**config.mk**
```make
export PLATFORM = sky130hd
export DESIGN_NAME = call_ret_unit_flat
export DESIGN_NICKNAME = d
export VERILOG_FILES = /design/src/rtl/call_ret_unit_if.sv /design/src/rtl/call_ret_unit.sv /design/src/flat_wrapper.sv
export SDC_FILE = /design/constraint.sdc
export NUM_CORES = 1
export LEC_CHECK = 0
export ABC_AREA = 1
export BUFFER_PORTS_ARGS = -buffer_cell sky130_fd_sc_hd__buf_4
export CORE_AREA = 4 4 72 74
export CTS_CLUSTER_SIZE = 20
export DETAILED_ROUTE_END_ITERATION = 8
export DIE_AREA = 0 0 76 78
export PLACE_DENSITY_LB_ADDON = 0.05
export SYNTH_ARGS = -nofsm -noshare
export SYNTH_HDL_FRONTEND = slang
export SYNTH_SLANG_ARGS = --single-unit
```
**constraint.sdc**
```tcl
create_clock -name clk -period 2.9 [get_ports clk]
set_input_delay 0.435 -clock clk [delete_from_list [all_inputs] [get_ports clk]]
set_output_delay 0.435 -clock clk [all_outputs]
set_load 0.02 [all_outputs]
```
**src/rtl/call_ret_unit_if.sv**
```systemverilog
// Bus between the call/return unit, its instruction sequencer and the external
// return-address stack. The unit sits on the slave modport.
interface call_ret_unit_if;
   logic       call_req;
   logic       ret_req;
   logic [7:0] target;
   logic [7:0] pc_in;
   logic       err_clr;
   logic [7:0] stk_data;
   logic       stk_push;
   logic       stk_pop;
   logic [7:0] stk_value;
   logic [7:0] pc_out;
   logic       pc_load;
   logic       ack;
   logic [8:0] depth;
   logic       ovf_err;
   logic       unf_err;

   modport master (
      output call_req, ret_req, target, pc_in, err_clr, stk_data,
      input  stk_push, stk_pop, stk_value, pc_out, pc_load, ack, depth,
             ovf_err, unf_err
   );

   modport slave (
      input  call_req, ret_req, target, pc_in, err_clr, stk_data,
      output stk_push, stk_pop, stk_value, pc_out, pc_load, ack, depth,
             ovf_err, unf_err
   );
endinterface

```
**src/rtl/call_ret_unit.sv**
```systemverilog
// CALL/RET sequencer: pushes return addresses to an external 256-entry stack,
// pops them back on RET, and strobes the new PC with sticky over/underflow flags.
module call_ret_unit #(
   parameter int UUID = 0,
   parameter     NAME = ""
) (
   input  logic            clk,
   input  logic            rst,
   call_ret_unit_if.slave  bus
);

   typedef enum logic [2:0] {IDLE, PUSH, POP, LOAD, ERR} state_t;

   localparam logic [8:0] FULL = 9'd256;

   state_t     state, state_nxt;
   logic       err_ack;
   logic [7:0] ret_addr;
   logic [7:0] tgt;
   logic [7:0] pc_sel;
   logic [8:0] depth_q;
   logic       ovf_q, unf_q;
   logic       start_call, set_ovf, set_unf;

   logic unused_params;
   assign unused_params = ^{UUID, NAME};

   // Requests are only looked at in IDLE; CALL wins over a simultaneous RET.
   assign start_call = (state == IDLE) && bus.call_req && (depth_q != FULL);
   assign set_ovf    = (state == IDLE) && bus.call_req && (depth_q == FULL);
   assign set_unf    = (state == IDLE) && !bus.call_req && bus.ret_req
                       && (depth_q == 9'd0);

   // NOTE: every combinational output gets a default first so no path leaves it
   // unassigned, which would otherwise infer a latch.
   always_comb begin
      state_nxt = state;
      case (state)
         IDLE: begin
            if (bus.call_req)
               state_nxt = (depth_q == FULL) ? ERR : PUSH;
            else if (bus.ret_req)
               state_nxt = (depth_q == 9'd0) ? ERR : POP;
         end
         PUSH:    state_nxt = LOAD;
         POP:     state_nxt = LOAD;
         LOAD:    state_nxt = IDLE;
         ERR:     state_nxt = err_ack ? IDLE : ERR;
         default: state_nxt = IDLE;
      endcase
   end

   // ERR spans two cycles with ack in the second, so errored requests complete
   // with the same two-cycle latency as real CALL/RET operations.
   // NOTE: all state below uses non-blocking assignments so every register
   // samples pre-edge values regardless of statement order.
   always_ff @(posedge clk or negedge rst) begin
      if (!rst) begin
         state    <= IDLE;
         err_ack  <= 1'b0;
         ret_addr <= 8'h00;
         tgt      <= 8'h00;
         pc_sel   <= 8'h00;
         depth_q  <= 9'd0;
         ovf_q    <= 1'b0;
         unf_q    <= 1'b0;
      end else begin
         state   <= state_nxt;
         err_ack <= (state == ERR) && !err_ack;

         if (start_call) begin
            ret_addr <= bus.pc_in + 8'd1;
            tgt      <= bus.target;
         end

         if (state == PUSH) begin
            pc_sel <= tgt;
            if (depth_q != FULL) depth_q <= depth_q + 9'd1;
         end else if (state == POP) begin
            pc_sel <= bus.stk_data;
            if (depth_q != 9'd0) depth_q <= depth_q - 9'd1;
         end

         // A set on the same edge as err_clr takes precedence.
         ovf_q <= set_ovf | (ovf_q & ~bus.err_clr);
         unf_q <= set_unf | (unf_q & ~bus.err_clr);
      end
   end

   // pc_sel only changes on the edge into LOAD, so it already holds the last
   // loaded PC everywhere else.
   assign bus.stk_push  = (state == PUSH);
   assign bus.stk_pop   = (state == POP);
   assign bus.stk_value = (state == PUSH) ? ret_addr : 8'h00;
   assign bus.pc_out    = pc_sel;
   assign bus.pc_load   = (state == LOAD);
   assign bus.ack       = (state == LOAD) || ((state == ERR) && err_ack);
   assign bus.depth     = depth_q;
   assign bus.ovf_err   = ovf_q;
   assign bus.unf_err   = unf_q;

endmodule

```
**src/flat_wrapper.sv**
```systemverilog
// flat-port wrapper written by rule: the top's interface ports become plain ports
module call_ret_unit_flat 
#(
   parameter int UUID = 0,
   parameter     NAME = ""
)
  (clk, rst, bus_call_req, bus_ret_req, bus_target, bus_pc_in, bus_err_clr, bus_stk_data, bus_stk_push, bus_stk_pop, bus_stk_value, bus_pc_out, bus_pc_load, bus_ack, bus_depth, bus_ovf_err, bus_unf_err);
  call_ret_unit_if bus_i ();
  input  logic clk;
  input  logic rst;
  input wire logic [$bits(bus_i.call_req)-1:0] bus_call_req;
  input wire logic [$bits(bus_i.ret_req)-1:0] bus_ret_req;
  input wire logic [$bits(bus_i.target)-1:0] bus_target;
  input wire logic [$bits(bus_i.pc_in)-1:0] bus_pc_in;
  input wire logic [$bits(bus_i.err_clr)-1:0] bus_err_clr;
  input wire logic [$bits(bus_i.stk_data)-1:0] bus_stk_data;
  output wire logic [$bits(bus_i.stk_push)-1:0] bus_stk_push;
  output wire logic [$bits(bus_i.stk_pop)-1:0] bus_stk_pop;
  output wire logic [$bits(bus_i.stk_value)-1:0] bus_stk_value;
  output wire logic [$bits(bus_i.pc_out)-1:0] bus_pc_out;
  output wire logic [$bits(bus_i.pc_load)-1:0] bus_pc_load;
  output wire logic [$bits(bus_i.ack)-1:0] bus_ack;
  output wire logic [$bits(bus_i.depth)-1:0] bus_depth;
  output wire logic [$bits(bus_i.ovf_err)-1:0] bus_ovf_err;
  output wire logic [$bits(bus_i.unf_err)-1:0] bus_unf_err;
  assign bus_i.call_req = bus_call_req;
  assign bus_i.ret_req = bus_ret_req;
  assign bus_i.target = bus_target;
  assign bus_i.pc_in = bus_pc_in;
  assign bus_i.err_clr = bus_err_clr;
  assign bus_i.stk_data = bus_stk_data;
  assign bus_stk_push = bus_i.stk_push;
  assign bus_stk_pop = bus_i.stk_pop;
  assign bus_stk_value = bus_i.stk_value;
  assign bus_pc_out = bus_i.pc_out;
  assign bus_pc_load = bus_i.pc_load;
  assign bus_ack = bus_i.ack;
  assign bus_depth = bus_i.depth;
  assign bus_ovf_err = bus_i.ovf_err;
  assign bus_unf_err = bus_i.unf_err;
  call_ret_unit #(.UUID(UUID), .NAME(NAME)) u_core (.clk(clk), .rst(rst), .bus(bus_i));
endmodule
```
==> results of run 1 <==
-- cells in the mapped netlist, types with 2 or more instances --
master    number  share of area
nand2_1       84           0.13
dfrtp_1       39           0.40
inv_1         35          0.054
nor2_1        26          0.040
nand3_1       22          0.045
o21ai_0       18          0.037
nand2_2       17          0.044
o21ai_2       10          0.036
ha_1           8          0.041
inv_2          4         0.0062
xor2_1         4          0.014
a21oi_1        3         0.0062
xnor2_1        3          0.011
buf_12         2          0.017
buf_6          2         0.0093
nand2_4        2         0.0093
nand2_8        2          0.017
nand3b_1       2         0.0062
nor2_8         2          0.017
o21a_1         2         0.0062
-- registers in the layout, indices dropped and copies added (netlist names) --
name,count
u_core.bus.depth,9
u_core.bus.ovf_err,1
u_core.bus.pc_out,8
u_core.bus.unf_err,1
u_core.err_ack,1
u_core.ret_addr,8
u_core.state,3
u_core.tgt,8
-- power groups by stage --
| stage | logic (µW) | registers, µW | clock network [µW] |
|---|---|---|---|
| floorplan | 1740 | 1120 | 0 |
| global placement | 2390 | 1000 | 0 |
| detailed placement | 2430 | 1010 | 0 |
| CTS | 2450 | 1000 | 378 |
| global route | 2740 | 1040 | 405 |
| finish | 2410 | 1000 | 366 |
-- per-layer routing --
metal / track usage / up-vias / share of wire
met4: 0.0534 / 0 / 0.011
met2: 0.318 / 49 / 0.49
li1: - / 1067 / -
met1: 0.220 / 927 / 0.44
met5: 0 / - / 0
met3: 0.0487 / 5 / 0.059
-- worst max-delay path, stage by stage, from the launching register on --
cell,delay (ps)
dfrtp_1,430
nor2_2,120
nand2_1,300
buf_4,330
nor2_1,130
buf_4,160
-- kinds of logic (layout without fill, tap and decap cells) --
logic type | after synthesis | in the layout | synth area share
AND/OR/NAND/NOR | 163 | 163 | 0.330
flip-flops | 39 | 39 | 0.403
buffers and inverters | 46 | 109 | 0.0971
adder cells (fa/ha/maj) | 9 | 9 | 0.0496
AO/OA/AOI/OAI | 36 | 36 | 0.0950
XOR/XNOR | 7 | 7 | 0.0253
-- through the flow --
stage | total power, µW | instances | util | hold WS (ps)
after floorplan | 2860 | 300 | - | 139
final | 3770 | 417 | 0.641 | 94.7
after global routing | 4180 | 417 | 0.641 | 140
after CTS | 3820 | 417 | 0.641 | 118
after detailed placement | 3450 | 409 | 0.623 | 440
after global placement | 3390 | 409 | 0.623 | 441
-- layout make-up --
class / instances / area, µm² / area share
clock buffers: 6 / 72.6 / 0.0246
flip-flops and latches: 39 / 976 / 0.331
inverters: 40 / 150 / 0.0509
multi-input cells: 215 / 1210 / 0.411
well taps: 54 / 67.6 / 0.0229
clock inverters: 2 / 12.5 / 0.00424
repair buffers: 61 / 458 / 0.155
-- final timing paths --
path	to	slack (ps)	start
max in group asynchronous	u_core.tgt[5]$_DFFE_PN0P_	2430	rst
worst min-delay path	u_core.bus.depth[7]$_DFFE_PN0P_	90	rst
worst max-delay path	bus_stk_value[1]	710	u_core.state[1]$_DFFE_PN0P_
worst max register to register	u_core.bus.depth[4]$_DFFE_PN0P_	790	u_core.state[1]$_DFFE_PN0P_
min in group clk	u_core.bus.ovf_err$_DFF_PN0_	320	bus_err_clr
worst min register to register	u_core.tgt[3]$_DFFE_PN0P_	480	u_core.tgt[3]$_DFFE_PN0P_
==> flow_summary.json, run 1 <==
{
  "status": "finished, final reports clean",
  "slew_viol_final": 0,
  "insertion_delay_ps": 290,
  "fin_worst_skew_ps": 5.37,
  "h-tree-depth": 2,
  "seq_power_share": 0.265,
  "setup_viol": 0,
  "fin_area_um2": 2950,
  "area_growth_pct": 21.7,
  "root_buffer": "clkbuf_8",
  "cts_tree": "done",
  "cts_buffers": 5,
  "setup_tns_ps": 0,
  "initial_utilization": 0.527,
  "leakage_uw": 0.00161,
  "syn_nets": 338,
  "layout_common_cells": "nand2_1 (84), buf_4 (61), dfrtp_1 (39)",
  "grtUsageTotal": 0.183,
  "die_area_um2": 5930,
  "final_common_cell": "nand2_1",
  "ios": 60,
  "ys.warnings.count": 0,
  "crit_fanout": 14,
  "max_freq_ghz": 0.458,
  "drive_gt1_frac": 0.303,
  "drc": 0,
  "period_share": 0.754,
  "die_w_um": 76,
  "dp_slack_ps": 788,
  "routedWlPerCell_um": 12.2,
  "core_um2": 4600,
  "cp.arrival_ps": 1750,
  "num_rows": 25,
  "fp.dieH_um": 78,
  "io_buffers": 59,
  "overflow": 0,
  "sw_frac_of_total": 0.496,
  "rsz0062_at_grt": "no",
  "diodes": 0,
  "synth_edf_count": 0,
  "synth_seq_cells": 39,
  "cts_buffer_depth": 2,
  "cp_data_required_time_ps": 2470,
  "min_period_ps": 2190,
  "setup.worst_path.class": "flop to output port",
  "fillers": 430,
  "avgSynthCellArea_um2": 8.07,
  "grt_first_pass_wirelength_mm": 8.74,
  "viasPerCell": 4.91,
  "cts.repair.resized": 0,
  "clk_transition_reported_paths_ps": 80,
  "async_flop_share": 1.00,
  "r2r_cells": 10,
  "max_cap_violations": 0,
  "syn_inst": 300,
  "finalNetCount": 400,
  "hold_path_class": "input pin to async pin",
  "wl_mm": 5.10,
  "grt_pass1_vias": 1942,
  "cts_setup_buffers": 0,
  "synthFlopType": "dfrtp_1",
  "crit_path_end_kind": "output port",
  "p_switching_uw": 1870,
  "dpl-instance-area_um2": 2860,
  "worstSetupStartpointType": "flop",
  "globalplace.congestion": 0.805,
  "setup_slack_ps": 715,
  "dp_hpwl_mm": 3.78,
  "syn_area_um2": 2420,
  "clkPwrFrac": 0.097,
  "combPwrFrac": 0.638,
  "hold_buffers": 0,
  "finalHoldViolCount": 0,
  "drtPass1Iterations": 4,
  "p_per_area_nw_per_um2": 1280,
  "antenna_found_initial": 0,
  "vias": 2048,
  "grt_max_degree": 40,
  "drt-initial-drc-count": 53,
  "cts.sinks": 39,
  "relSlewSlack": 0.663,
  "antenna_left": 0,
  "synth_cell_type_count": 33,
  "ir_worst_vdd_mv": 0.476,
  "p_int_uw": 1900,
  "yosysSeqAreaShare": 0.403,
  "tightest_slew_ps": 505
}
Note: power is estimated with default switching activity, not from simulation.
==> run 2, diff against run 1 <==
--- a/config.mk
+++ b/config.mk
@@ -7,10 +7,10 @@
 export LEC_CHECK = 0
 export ABC_AREA = 1
 export BUFFER_PORTS_ARGS = -buffer_cell sky130_fd_sc_hd__buf_4
-export CORE_AREA = 4 4 72 74
+export CORE_AREA = 4 4 73 75
 export CTS_CLUSTER_SIZE = 20
 export DETAILED_ROUTE_END_ITERATION = 8
-export DIE_AREA = 0 0 76 78
+export DIE_AREA = 0 0 77 79
 export PLACE_DENSITY_LB_ADDON = 0.05
 export SYNTH_ARGS = -nofsm -noshare
 export SYNTH_HDL_FRONTEND = slang
==> constraint.sdc (replaced) <==
create_clock -name clk -period 2.2 [get_ports clk]
set_input_delay 0.33 -clock clk [delete_from_list [all_inputs] [get_ports clk]]
set_output_delay 0.33 -clock clk [all_outputs]
set_load 0.02 [all_outputs]
==> flow_summary.json, run 2 (same netlist as run 1, synthesis figures left out) <==
{
  "routedWlPerCell_um": 12.2,
  "tightest_slew_ps": 490,
  "period_share": 0.899,
  "io_buffers": 59,
  "max_cap_violations": 0,
  "area_growth_pct": 23.1,
  "drive_gt1_frac": 0.308,
  "drc": 0,
  "viasPerCell": 4.95,
  "instances_no_fill": 418,
  "cts_buffer_depth": 2,
  "finalNetCount": 401,
  "hold_path_class": "input pin to async pin",
  "fin_worst_skew_ps": 7.40,
  "grt_first_pass_wirelength_mm": 8.78,
  "path_cells": "nor2_2 > nand2_1 > buf_4 > ha_1 > nand2_1 > inv_1 > a21oi_1 > nand2_1 > nand2_1 > nand2_1 > nand2_1 > nand2_1",
  "num_rows": 25,
  "relSlewSlack": 0.673,
  "antenna_left": 0,
  "cp.arrival_ps": 2160,
  "overflow": 0,
  "final_common_cell": "nand2_1",
  "slew_viol_final": 0,
  "die_w_um": 77,
  "initial_utilization": 0.520,
  "insertion_delay_ps": 290,
  "p_per_area_nw_per_um2": 1710,
  "root_buffer": "clkbuf_8",
  "globalplace.congestion": 0.834,
  "cts.sinks": 39,
  "crit_fanout": 18,
  "cp_data_required_time_ps": 2380,
  "diodes": 0,
  "finalHoldViolCount": 6,
  "holdWs_ps": -8.51,
  "drtPass1Iterations": 5,
  "slowest_delay_ps": 430,
  "ios": 60,
  "cpMaxStageDelayCell": "dfrtp_1",
  "dp_hpwl_mm": 3.80,
  "crit_path_end_kind": "flop",
  "fp.dieH_um": 79,
  "grt_pass1_vias": 2006,
  "worstSetupStartpointType": "flop",
  "h-tree-depth": 2,
  "grt_max_degree": 40,
  "largest_register_ffs": 9,
  "cts_setup_buffers": 0,
  "core_um2": 4660,
  "grtUsageTotal": 0.179,
  "violations": "negative hold slack",
  "hold_buffers": 0,
  "dp_cells": 410,
  "cts_tree": "done",
  "ir_worst_vdd_mv": 0.812,
  "rsz0062_at_grt": "no",
  "setup_tns_ps": 0,
  "vias": 2071,
  "cts.repair.resized": 0,
  "die_area_um2": 6080,
  "cts_buffers": 5,
  "setup_viol": 0,
  "setup.worst_path.class": "flop to flop",
  "min_period_ps": 1980,
  "r2r_setup_slack_ps": 220,
  "wl_mm": 5.11,
  "drt-initial-drc-count": 90,
  "clk_transition_reported_paths_ps": 80,
  "layout_common_cells": "nand2_1 (84), buf_4 (62), dfrtp_1 (39)",
  "max_freq_ghz": 0.506,
  "cp_common_cell": "nand2_1",
  "status": "finished, violations left",
  "antenna_found_initial": 0,
  "leakage_uw": 0.00163
}
run 2: cell types whose count changed in the layout (fill, tap and decap cells not counted):
cell,change
bufinv_16,+1
buf_4,+1
clkinvlp_4,-1
clkbuf_1,-1
clkinv_4,+1
run 2: worst paths after layout:
check,startpoint,endpoint,cells past startpoint
max,u_core.state[1]$_DFFE_PN0P_,u_core.bus.depth[8]$_DFFE_PN0P_,12
min,rst,u_core.ret_addr[2]$_DFFE_PN0P_,1
max reg2reg,u_core.state[1]$_DFFE_PN0P_,u_core.bus.depth[8]$_DFFE_PN0P_,12
min reg2reg,u_core.tgt[5]$_DFFE_PN0P_,u_core.tgt[5]$_DFFE_PN0P_,2
max in group asynchronous,rst,u_core.tgt[0]$_DFFE_PN0P_,1
min in group clk,bus_err_clr,u_core.bus.ovf_err$_DFF_PN0_,2
run 2: power by group:
group	leakage (µW)	total (µW)	internal (µW)	switching, µW
Clock	0.0000581	603	338	266
Sequential	0.000484	1320	1050	270
Combinational	0.00109	3170	1250	1920
Total	0.00163	5100	2640	2460
run 2: cell type report:
type / instances / area [µm²]
Clock buffer: 5 / 68.8
Clock inverter: 3 / 43.8
Fill cell: 428 / 1680
Inverter: 40 / 150
Multi-Input combinational cell: 215 / 1210
Sequential cell: 39 / 976
Tap cell: 54 / 67.6
Timing Repair Buffer: 62 / 465
run 2: per-stage QoR:
stage          total power, µW  setup slack, ps  hold WS, ps  area [µm²]   util
4_1_cts                   5160              231         24.5        2980  0.640
2_1_floorplan             3770              177         34.4        2420      -
3_3_place_gp              4490              340          339        2870  0.616
3_5_place_dp              4550              259          338        2870  0.616
5_1_grt                   5610             33.6         40.7        2980  0.640
6_report                  5100              223        -8.51        2980  0.640
run 2: worst max-delay path, delay by kind of cell, from the launching register on:
kind	cells	cell delay [ps]
flip-flops	1	430
AND/OR/NAND/NOR	8	630
adder cells (fa/ha/maj)	1	350
AO/OA/AOI/OAI	1	170
buffers and inverters	2	280
run 2: metal layers:
layer,wire length (µm),vias to the layer above,track usage
met3,277,5,0.0363
met2,2500,50,0.306
met5,0,-,0
met1,2280,956,0.235
met4,45,0,0.0427
li1,-,1060,-
==> run 3, diff against run 2 <==
--- a/config.mk
+++ b/config.mk
@@ -7,11 +7,13 @@
 export LEC_CHECK = 0
 export ABC_AREA = 1
 export BUFFER_PORTS_ARGS = -buffer_cell sky130_fd_sc_hd__buf_4
+export CAP_MARGIN = 5
 export CORE_AREA = 4 4 73 75
+export CTS_BUF_LIST = sky130_fd_sc_hd__clkbuf_16
 export CTS_CLUSTER_SIZE = 20
 export DETAILED_ROUTE_END_ITERATION = 8
 export DIE_AREA = 0 0 77 79
-export PLACE_DENSITY_LB_ADDON = 0.05
+export PLACE_DENSITY = 0.9
 export SYNTH_ARGS = -nofsm -noshare
 export SYNTH_HDL_FRONTEND = slang
 export SYNTH_SLANG_ARGS = --single-unit
==> flow_summary.json, run 3 (same netlist as run 1, synthesis figures left out) <==
{
  "status": "finished, final reports clean",
  "worstSetupStartpointType": "flop",
  "largest_register_ffs": 9,
  "max_freq_ghz": 0.518,
  "fp.dieH_um": 79,
  "cp_common_cell": "nand2_1",
  "slew_viol_final": 0,
  "setup_tns_ps": 0,
  "initial_utilization": 0.520,
  "p_per_area_nw_per_um2": 1750,
  "p_switching_uw": 2550,
  "root_buffer": "clkbuf_16",
  "instances_no_fill": 418,
  "crit_path_end_kind": "flop",
  "relSlewSlack": 0.675,
  "period_share": 0.877,
  "max_cap_violations": 0,
  "viasPerCell": 4.96,
  "drt-initial-drc-count": 87,
  "num_rows": 25,
  "cp.arrival_ps": 2100,
  "grt_first_pass_wirelength_mm": 8.89,
  "rsz0062_at_grt": "no",
  "crit_fanout": 11,
  "routedWlPerCell_um": 12.5,
  "cts.sinks": 39,
  "r2r_cells": 12,
  "setup_slack_ps": 270,
  "core_um2": 4660,
  "die_area_um2": 6080,
  "fin_worst_skew_ps": 6.09,
  "diodes": 0,
  "wl_mm": 5.22,
  "overflow": 0,
  "grtUsageTotal": 0.183,
  "min_period_ps": 1930,
  "vias": 2074,
  "cpMaxStageDelayCell": "fa_1",
  "layout_common_cells": "nand2_1 (83), buf_4 (62), dfrtp_1 (39)",
  "seq_power_share": 0.251,
  "dpl-instance-area_um2": 2870,
  "grt_pass1_vias": 2029,
  "cts_buffers": 5,
  "fillers": 394,
  "cp_data_required_time_ps": 2370,
  "drc": 0,
  "path_cells": "nor2_2 > nand2_2 > clkinv_1 > fa_1 > inv_1 > nand2_1 > nand2_1 > nand3_1 > nand3_1 > nand2_1 > nand2_1 > nand2_1",
  "finalPower_uw": 5270,
  "tightest_slew_ps": 488,
  "grt_max_degree": 40,
  "globalplace.congestion": 0.862,
  "finalHoldViolCount": 0,
  "cts_buffer_depth": 2,
  "io_buffers": 59,
  "fin_area_um2": 3010,
  "die_w_um": 77,
  "setup_viol": 0,
  "antenna_found_initial": 0,
  "slowest_delay_ps": 430,
  "final_common_cell": "nand2_1",
  "ir_worst_vdd_mv": 0.708,
  "h-tree-depth": 2,
  "clkPwrFrac": 0.132,
  "hold_path_class": "input pin to async pin",
  "p_int_uw": 2720,
  "combPwrFrac": 0.618,
  "insertion_delay_ps": 280,
  "ios": 60,
  "cts_tree": "done",
  "drive_gt1_frac": 0.308,
  "dp_slack_ps": 162,
  "dp_hpwl_mm": 4.03,
  "hold_buffers": 0,
  "finalNetCount": 401,
  "leakage_uw": 0.00165,
  "dp_cells": 410,
  "drtPass1Iterations": 4,
  "antenna_left": 0,
  "area_growth_pct": 24.4,
  "clk_transition_reported_paths_ps": 60,
  "setup.worst_path.class": "flop to flop",
  "sw_frac_of_total": 0.484
}
run 3: cell types whose count changed in the layout (fill, tap and decap cells not counted), sizes merged:
| cell | previous run | this run |
|---|---|---|
| inv | 39 | 40 |
| bufinv | 1 | 0 |
| clkinv | 3 | 2 |
| clkinvlp | 0 | 1 |
run 3: worst max-delay path: cells and delay by family (launching register included):
family	cells	cell delay, ps
adder cells (fa/ha/maj)	1	430
buffers and inverters	2	220
flip-flops	1	410
AND/OR/NAND/NOR	9	750
run 3: final timing paths:
check | from | end | slack (ps)
max in group asynchronous | rst | u_core.ret_addr[1]$_DFFE_PN0P_ | 1840
min in group clk | bus_pc_in[0] | u_core.ret_addr[0]$_DFFE_PN0P_ | 240
setup / recovery | u_core.state[1]$_DFFE_PN0P_ | u_core.bus.depth[8]$_DFFE_PN0P_ | 270
setup reg to reg | u_core.state[1]$_DFFE_PN0P_ | u_core.bus.depth[8]$_DFFE_PN0P_ | 270
hold / removal | rst | u_core.err_ack$_DFF_PN0_ | 10
hold reg to reg | u_core.tgt[1]$_DFFE_PN0P_ | u_core.tgt[1]$_DFFE_PN0P_ | 470
run 3: what timing repair did:
| item | in CTS | in global routing |
|---|---|---|
| endpoints found under the setup margin | 0 | 5 |
| resized for setup | 0 | 1 |
| buffers inserted | 0 | 0 |
run 3: final cells by class:
class	count	area (µm²)	share of cell area
Timing Repair Buffer	62	465	0.154
Inverter	40	150	0.0498
Multi-Input combinational cell	215	1210	0.403
Clock buffer	5	125	0.0415
Tap cell	54	67.6	0.0224
Sequential cell	39	976	0.324
Clock inverter	3	16.3	0.00540
run 3: metrics by stage:
stage               hold slack, ps   util
finish                        14.3  0.647
global route                  56.5  0.647
CTS                           29.5  0.646
detailed placement             329  0.616
global placement               328  0.616
floorplan                     34.4      -
run 3: layer usage:
| layer | track usage | wire length [µm] | up-vias |
|---|---|---|---|
| met5 | 0 | 0 | - |
| met4 | 0.0676 | 99 | 0 |
| met3 | 0.0476 | 266 | 8 |
| met2 | 0.333 | 2720 | 53 |
| met1 | 0.206 | 2130 | 947 |
| li1 | - | - | 1066 |
run 3: power groups by stage:
| stage | clock [µW] | sequential, µW | combinational, µW |
|---|---|---|---|
| 6_report | 694 | 1320 | 3250 |
| 5_1_grt | 736 | 1360 | 3670 |
| 4_1_cts | 707 | 1320 | 3280 |
| 3_5_place_dp | 0 | 1330 | 3260 |
| 3_3_place_gp | 0 | 1320 | 3150 |
| 2_1_floorplan | 0 | 1470 | 2300 |
